### src/rtl/cordic_sequencer.sv
// cordic_sequencer
// Round-robin front end and iteration sequencer for the shared iterative cordic
// datapath. One operation is in flight at a time: accept, load, ITER enabled
// micro-rotations with ADDR stepping 0..ITER-1, then a held tagged completion.
module cordic_sequencer #(
  parameter int NREQ = 2,
  parameter int ITER = 16,
  parameter int AW   = 5,
  parameter int DW   = 16
) (
  input  logic              clk,
  input  logic              rst_n,
  input  logic [NREQ-1:0]   req_valid,
  input  logic [NREQ*DW-1:0] req_angle,
  output logic [NREQ-1:0]   req_ready,
  output logic              cdc_load,
  output logic [DW-1:0]     cdc_angle,
  output logic              cdc_en,
  output logic [AW-1:0]     ADDR,
  output logic              rsp_valid,
  output logic [1:0]        rsp_id,
  input  logic              rsp_ready,
  output logic              busy
);

  typedef enum logic [1:0] {
    ST_IDLE = 2'd0,
    ST_LOAD = 2'd1,
    ST_RUN  = 2'd2,
    ST_DONE = 2'd3
  } state_t;

  localparam logic [2:0]    NREQ_W    = 3'(NREQ);
  localparam logic [1:0]    LAST_IDX  = 2'(NREQ - 1);
  localparam logic [AW-1:0] LAST_ADDR = AW'(ITER - 1);

  state_t          state_q;
  logic [1:0]      rr_ptr_q;
  logic [1:0]      rr_ptr_d;
  logic            cdc_load_q;
  logic [DW-1:0]   cdc_angle_q;
  logic            cdc_en_q;
  logic [AW-1:0]   addr_q;
  logic            rsp_valid_q;
  logic [1:0]      rsp_id_q;
  logic            busy_q;

  logic [3:0]      valid_ext_s;
  logic [2:0]      idx_s;
  logic [1:0]      grant_s;
  logic            found_s;
  logic [NREQ-1:0] req_ready_s;
  logic            accept_s;

  // Round-robin search: first pending requester at or after rr_ptr, wrapping mod NREQ.
  always_comb begin
    valid_ext_s = 4'(req_valid);
    idx_s       = 3'd0;
    grant_s     = 2'd0;
    found_s     = 1'b0;
    for (int k = 0; k < NREQ; k++) begin
      idx_s = {1'b0, rr_ptr_q} + 3'(k);
      if (idx_s >= NREQ_W) begin
        idx_s = idx_s - NREQ_W;
      end else begin
        idx_s = idx_s;
      end
      if (!found_s && valid_ext_s[idx_s[1:0]]) begin
        found_s = 1'b1;
        grant_s = idx_s[1:0];
      end else begin
        found_s = found_s;
      end
    end
  end

  // One-hot accept, offered only in IDLE and never while reset is asserted.
  always_comb begin
    req_ready_s = '0;
    for (int i = 0; i < NREQ; i++) begin
      req_ready_s[i] = rst_n && (state_q == ST_IDLE) && found_s && (grant_s == 2'(i));
    end
    accept_s = |req_ready_s;
    if (grant_s == LAST_IDX) begin
      rr_ptr_d = 2'd0;
    end else begin
      rr_ptr_d = grant_s + 2'd1;
    end
  end

  // Sequencer FSM with all datapath-facing outputs registered alongside the state.
  always_ff @(posedge clk or negedge rst_n) begin
    if (!rst_n) begin
      state_q     <= ST_IDLE;
      rr_ptr_q    <= 2'd0;
      cdc_load_q  <= 1'b0;
      cdc_angle_q <= '0;
      cdc_en_q    <= 1'b0;
      addr_q      <= '0;
      rsp_valid_q <= 1'b0;
      rsp_id_q    <= 2'd0;
      busy_q      <= 1'b0;
    end else begin
      case (state_q)
        ST_IDLE: begin
          if (accept_s) begin
            state_q     <= ST_LOAD;
            cdc_load_q  <= 1'b1;
            cdc_angle_q <= req_angle[grant_s*DW +: DW];
            rsp_id_q    <= grant_s;
            rr_ptr_q    <= rr_ptr_d;
            busy_q      <= 1'b1;
          end
        end
        ST_LOAD: begin
          state_q    <= ST_RUN;
          cdc_load_q <= 1'b0;
          cdc_en_q   <= 1'b1;
          addr_q     <= '0;
        end
        ST_RUN: begin
          if (addr_q == LAST_ADDR) begin
            state_q     <= ST_DONE;
            cdc_en_q    <= 1'b0;
            addr_q      <= '0;
            rsp_valid_q <= 1'b1;
          end else begin
            addr_q <= addr_q + AW'(1);
          end
        end
        ST_DONE: begin
          if (rsp_ready) begin
            state_q     <= ST_IDLE;
            rsp_valid_q <= 1'b0;
            busy_q      <= 1'b0;
          end
        end
        default: begin
          state_q     <= ST_IDLE;
          cdc_load_q  <= 1'b0;
          cdc_en_q    <= 1'b0;
          addr_q      <= '0;
          rsp_valid_q <= 1'b0;
          busy_q      <= 1'b0;
        end
      endcase
    end
  end

  assign req_ready = req_ready_s;
  assign cdc_load  = cdc_load_q;
  assign cdc_angle = cdc_angle_q;
  assign cdc_en    = cdc_en_q;
  assign ADDR      = addr_q;
  assign rsp_valid = rsp_valid_q;
  assign rsp_id    = rsp_id_q;
  assign busy      = busy_q;

endmodule

### config.mk
export PLATFORM = sky130hd
export DESIGN_NAME = cordic_sequencer
export DESIGN_NICKNAME = d
export VERILOG_FILES = /design/src/rtl/cordic_sequencer.sv
export SDC_FILE = /design/constraint.sdc
export NUM_CORES = 1
export LEC_CHECK = 0
export BUFFER_PORTS_ARGS = -buffer_cell sky130_fd_sc_hd__buf_2
export CORE_MARGIN = 2
export CORE_UTILIZATION = 50
export DETAILED_ROUTE_END_ITERATION = 10
export PLACE_DENSITY_LB_ADDON = 0.08
export SLEW_MARGIN = 0
export SYNTH_ARGS = -nofsm -noshare
export SYNTH_HDL_FRONTEND = slang
export SYNTH_SLANG_ARGS = --single-unit
### constraint.sdc
create_clock -name clk -period 5.3 [get_ports clk]
set_clock_uncertainty 0.05 [all_clocks]
set_input_delay 1.59 -clock clk [delete_from_list [all_inputs] [get_ports clk]]
set_output_delay 1.59 -clock clk [all_outputs]
set_load 0.005 [all_outputs]
Yosys cells after proc, flatten, opt, wreduce, memory -nomap -nowiden
Cells that the tools add are included.
{"block": "word_totals", "regBits": 31, "output_inout_bits": 29, "elab_cells": 71}
{"block": "classes", "n_addsub": 5, "order_cmp": 4, "n_eq_ne": 8, "shift": 1, "mux": 25, "n_reduce_logical": 19}
{"cell": "$shiftx 32x7->16", "n": 1}
{"cell": "$mux 2", "n": 8}
{"cell": "$pmux 5 s2", "n": 1}
{"cell": "$reduce_and 3->1", "n": 3}
{"cell": "$mux 1", "n": 8}
{"cell": "$pmux 1 s2", "n": 4}
{"cell": "$pmux 2 s4", "n": 1}
{"cell": "$reduce_bool 2->1", "n": 4}
{"cell": "$lt 2x3->1 const B", "n": 2}
{"cell": "$ne 2x2->1 const B", "n": 3}
{"cell": "$reduce_and 2->1", "n": 3}
{"cell": "$add 5x1->5 const B", "n": 1}
{"cell": "$eq 5x4->1 const B", "n": 1}
{"cell": "$logic_and 1x1->1", "n": 5}
{"cell": "$mux 5", "n": 1}
{"cell": "$bmux 1 s2", "n": 2}
{"cell": "$eq 2x1->1 const B", "n": 2}
{"cell": "$eq 2x2->1 const B", "n": 2}
{"cell": "$logic_not 2->1", "n": 2}
{"cell": "$sub 2x2->2 const B", "n": 2}
{"cell": "$add 2x1->3 const B", "n": 1}
{"cell": "$ge 3x2->1 const B", "n": 1}
{"cell": "$add 2x1->2 const B", "n": 1}
{"cell": "$ge 2x2->1 const B", "n": 1}
{"cell": "other kinds (2)", "n": 2}

Logic depth before layout (Yosys ltp)
{"block": "logic_depth", "word_depth": 13, "mapped_depth": 7, "depth_no_buf": 6}

Least setup slack after synthesis
Ideal clock, no wire load.
{"block": "synth_timing", "path_kind": "input to output", "start": "in req_valid[1]", "end": "out req_ready[0]", "t_arrival_ps": 2116, "required_time_ps": 3660, "setup_slack_ps": 1544, "cell_stages": 4, "n_path_buf": 2, "cell_sequence": "o21ai_1 and4_1 buf_6 buf_8"}
{"block": "synth_via", "elab_chain_len": 8, "elab_cells_between_ends": 13, "cone_classes": "mux: 8; reduce/logical: 5"}
{"item": "start, declared", "line": "13", "text": "input logic [NREQ-1:0] req_valid,"}
{"item": "$bmux 1 s2", "line": "68", "text": "if (!found_s && valid_ext_s[idx_s[1:0]]) begin"}
{"item": "$mux 1 (not written as such)", "line": "68"}
{"item": "$mux 1", "line": "68"}
{"item": "$logic_not 1->1", "line": "68"}
{"item": "$logic_and 1x1->1", "line": "68"}
{"item": "$mux 2 or $mux 1 (tied branches)", "line": "68"}
{"item": "$logic_not 2->1 or $logic_and 1x1->1 (tied branches)", "line": "81", "text": "req_ready_s[i] = rst_n && (state_q == ST_IDLE) && found_s && (grant_s == 2'(i));"}
{"item": "$logic_and 1x1->1 (*)", "line": "81"}
{"item": "end, declared", "line": "15", "text": "output logic [NREQ-1:0] req_ready,"}
Mark *: on every way between the ends. The rest lies on a longest branch, timed or not. The select of a mux whose other input is x is not followed.

Worst setup path after layout
{"block": "layout_timing", "start": "in rst_n", "end": "out req_ready[1]"}
{"block": "layout_via", "elab_chain_len": 3}
{"item": "start, declared", "line": "12", "text": "input logic rst_n,"}
{"item": "$logic_and 1x1->1 (3 in a row)", "line": "81"}
Every way passes these cells.

==> impl_metrics.yaml <==
yosys:
  synth.net_count: 174
  synth_area_sq_um: 1456
  synth_warnings: 0
  syn_area_per_cell_sq_um: 11.12
  synthFlopType: "dfrtp_1"
  synth_edf_count: 0
  synth_seq_cells: 31
  yosysSeqAreaShare_pct: 53.26
  syn_inst: 131
  ys_async_sr_fraction_pct: 100.0
  ys_types: 31
hold_path:
  hp-class: "flop to flop"
  min_path_cells: 1
timing:
  fin_setup_tns_ns: 0
  setup_ws_ns: 1.471
  hold_ws_ns: 0.4381
  rsz0062_at_grt: "no"
  slew_violations: 0
  post-route-period-util_pct: 72.25
  max_slew_margin_pct: 41.94
  min_period_ns: 3.829
  hold_viol_final: 0
  max_freq_ghz: 0.2611
  worst_pin_slew_ns: 0.8671
  setup_viol: 0
clock_tree:
  ctsRootBufferMaster: "clkbuf_4"
  cts_sinks: 31
  cts_resized: 0
  clk_latency_ns: 0.33
  htreeDepth: 2
  cts_hold_buf: 0
  clock_path_buffers: 2
  clkTransAtPathRegs_ns: 0.09
  cts_tree: "built"
  cts_setup_buffers: 0
  cts_buffers: 5
worst_setup_path:
  crit_buf_inv: 2
  startpoint_type: "input port"
  cp_num_cells: 4
  cp_data_arrival_time_ns: 2.19
  reg2reg_depth: 6
  crit_chain: "buf_2, nand3_1, a21oi_2, buf_2"
  crit_family: "buffers and inverters"
  cp.required_ns: 3.66
  crit_path_top_delay_cell: "buf_2"
  critPathMostFrequentCell: "buf_2"
  critPathKind: "input port to output port"
  worst-path-max-fanout: 10
  max_stage_delay_ns: 0.20
  cp-end-kind: "output port"
placed_design:
  pre_cts_slack_ns: 1.455
  dp_hpwl_um: 2459
  gp_congestion: 0.8047
  port_buffers: 65
  place_area_sq_um: 1794
layout:
  final_common_cell: "buf_2"
  mostFrequentLayoutCells: "buf_2 (65), dfrtp_1 (31), inv_1 (23), a222oi_1 (16), nand2_1 (9)"
  final_cell_area_sq_um: 1881
  nets: 244
  num_antenna_cells: 0
  syn2layout_area_growth_pct: 29.12
  fillers: 220
  drive_gt1_share_pct: 39.60
pwr:
  ir_drop_mv: 0.3365
  fin_total_pwr_uw: 920.8
  pwr_density_cell_nw_per_um2: 489.6
  cellLeakagePower_uw: 0.001083
floorplan:
  core-area_sq_um: 2758
  dieWidth_um: 57.97
  die_height_um: 57.97
  start_util_pct: 52.81
  num_rows: 19
  die_area_sq_um: 3361
  boundaryPins: 66
grt:
  track_usage_pct: 20.34
  grt_pass1_vias: 1220
  overflow: 0
  grt_antenna_before_repair: 0
  grt_pass1_wl_um: 5175
  grt_max_degree: 29
status:
  status: "finished clean"
routing:
  vias_per_cell: 5.558
  drt_iter0_markers: 90
  routedWlPerCell_um: 13.91
  dr.pass1.iters: 5
  vias: 1295
  drt_wl_total_um: 3241
  post-route-drc-count: 0
  ant_nets: 0
flow_run:
  drv_cap: 0
[synthesized netlist by cell type (all sizes together) (2+ instances only)]
master	n	area [sq um]
and2	3	18.77
o211ai	2	15.01
o21ai	5	25.02
a222oi	16	160.2
ha	6	75.07
o22ai	2	12.51
a21o	2	16.27
mux2i	2	20.02
o2bb2ai	3	26.28
nand2	9	33.78
nor2	3	11.26
inv	23	86.33
nand3	5	25.02
buf	5	52.54
dfrtp	31	775.7
a21boi	2	15.01
a21oi	3	18.77
[state kept, by name, indices dropped and copies added, names as in the netlist]
name,count
ADDR,5
busy,1
cdc_angle,16
cdc_en,1
cdc_load,1
rr_ptr_q,2
rsp_id,2
rsp_valid,1
state_q,2
[power by group]
group	switching [uW]	internal, uW
Clock	80.4	111
Sequential	51.6	322
Combinational	183	171
[area by class of cell]
type                       count  area (sq um)  share of cell area [%]
timing repair buffer          69         355.3                   18.90
clock buffer                   6         51.30                   2.728
clock inverter                 2         35.03                   1.863
tap                           31         38.79                   2.063
inverter                      23         86.33                   4.591
sequential                    31         775.7                   41.25
multi-input combinational     71         538.0                   28.61
[per-stage QoR]
| step | utilization, % | cells |
|---|---|---|
| final | 68.19 | 233 |
| after global routing | 68.19 | 233 |
| after CTS | 68.19 | 233 |
| after detailed placement | 65.06 | 225 |
| after global placement | 65.06 | 225 |
| after floorplan | - | 131 |
[metal layers]
| layer | GRT usage (%) | vias to the layer above | wire length (um) |
|---|---|---|---|
| met3 | 6.027 | 6 | 262 |
| met4 | 8.306 | 0 | 47 |
| met5 | 0 | - | 0 |
| met2 | 36.36 | 46 | 1639 |
| li1 | - | 622 | - |
| met1 | 22.50 | 621 | 1292 |
[worst paths after layout]
path / start / endpoint / slack, ns
setup / recovery: rst_n / req_ready[1] / 1.47
hold / removal: rsp_id[0] / rsp_id[0] / 0.44
setup reg to reg: state_q[0] / cdc_angle[15] / 3.29
hold reg to reg: rsp_id[0] / rsp_id[0] / 0.44
max in group asynchronous: rst_n / cdc_angle[1] / 3.56
min in group asynchronous: rst_n / cdc_angle[12] / 1.03
[cells by family (layout without fill, tap and decap cells)]
| logic type | count (synthesis) | count (layout) | synth area share (%) |
|---|---|---|---|
| compound gates | 36 | 36 | 20.45 |
| fa+ha+maj | 6 | 6 | 5.155 |
| flops | 31 | 31 | 53.26 |
| buf+inv | 29 | 100 | 9.793 |
| mux | 3 | 3 | 2.148 |
| simple gates | 26 | 26 | 9.193 |
[worst reg2reg max path, cell delays in order (launching register included)]
cell and delay [ns]:
dfrtp_1 0.42, inv_1 0.14, ha_1 0.26, o211ai_1 0.37, buf_4 0.31, a222oi_1 0.26
inv_1 0.08
Power figures use the tool's default switching activity.
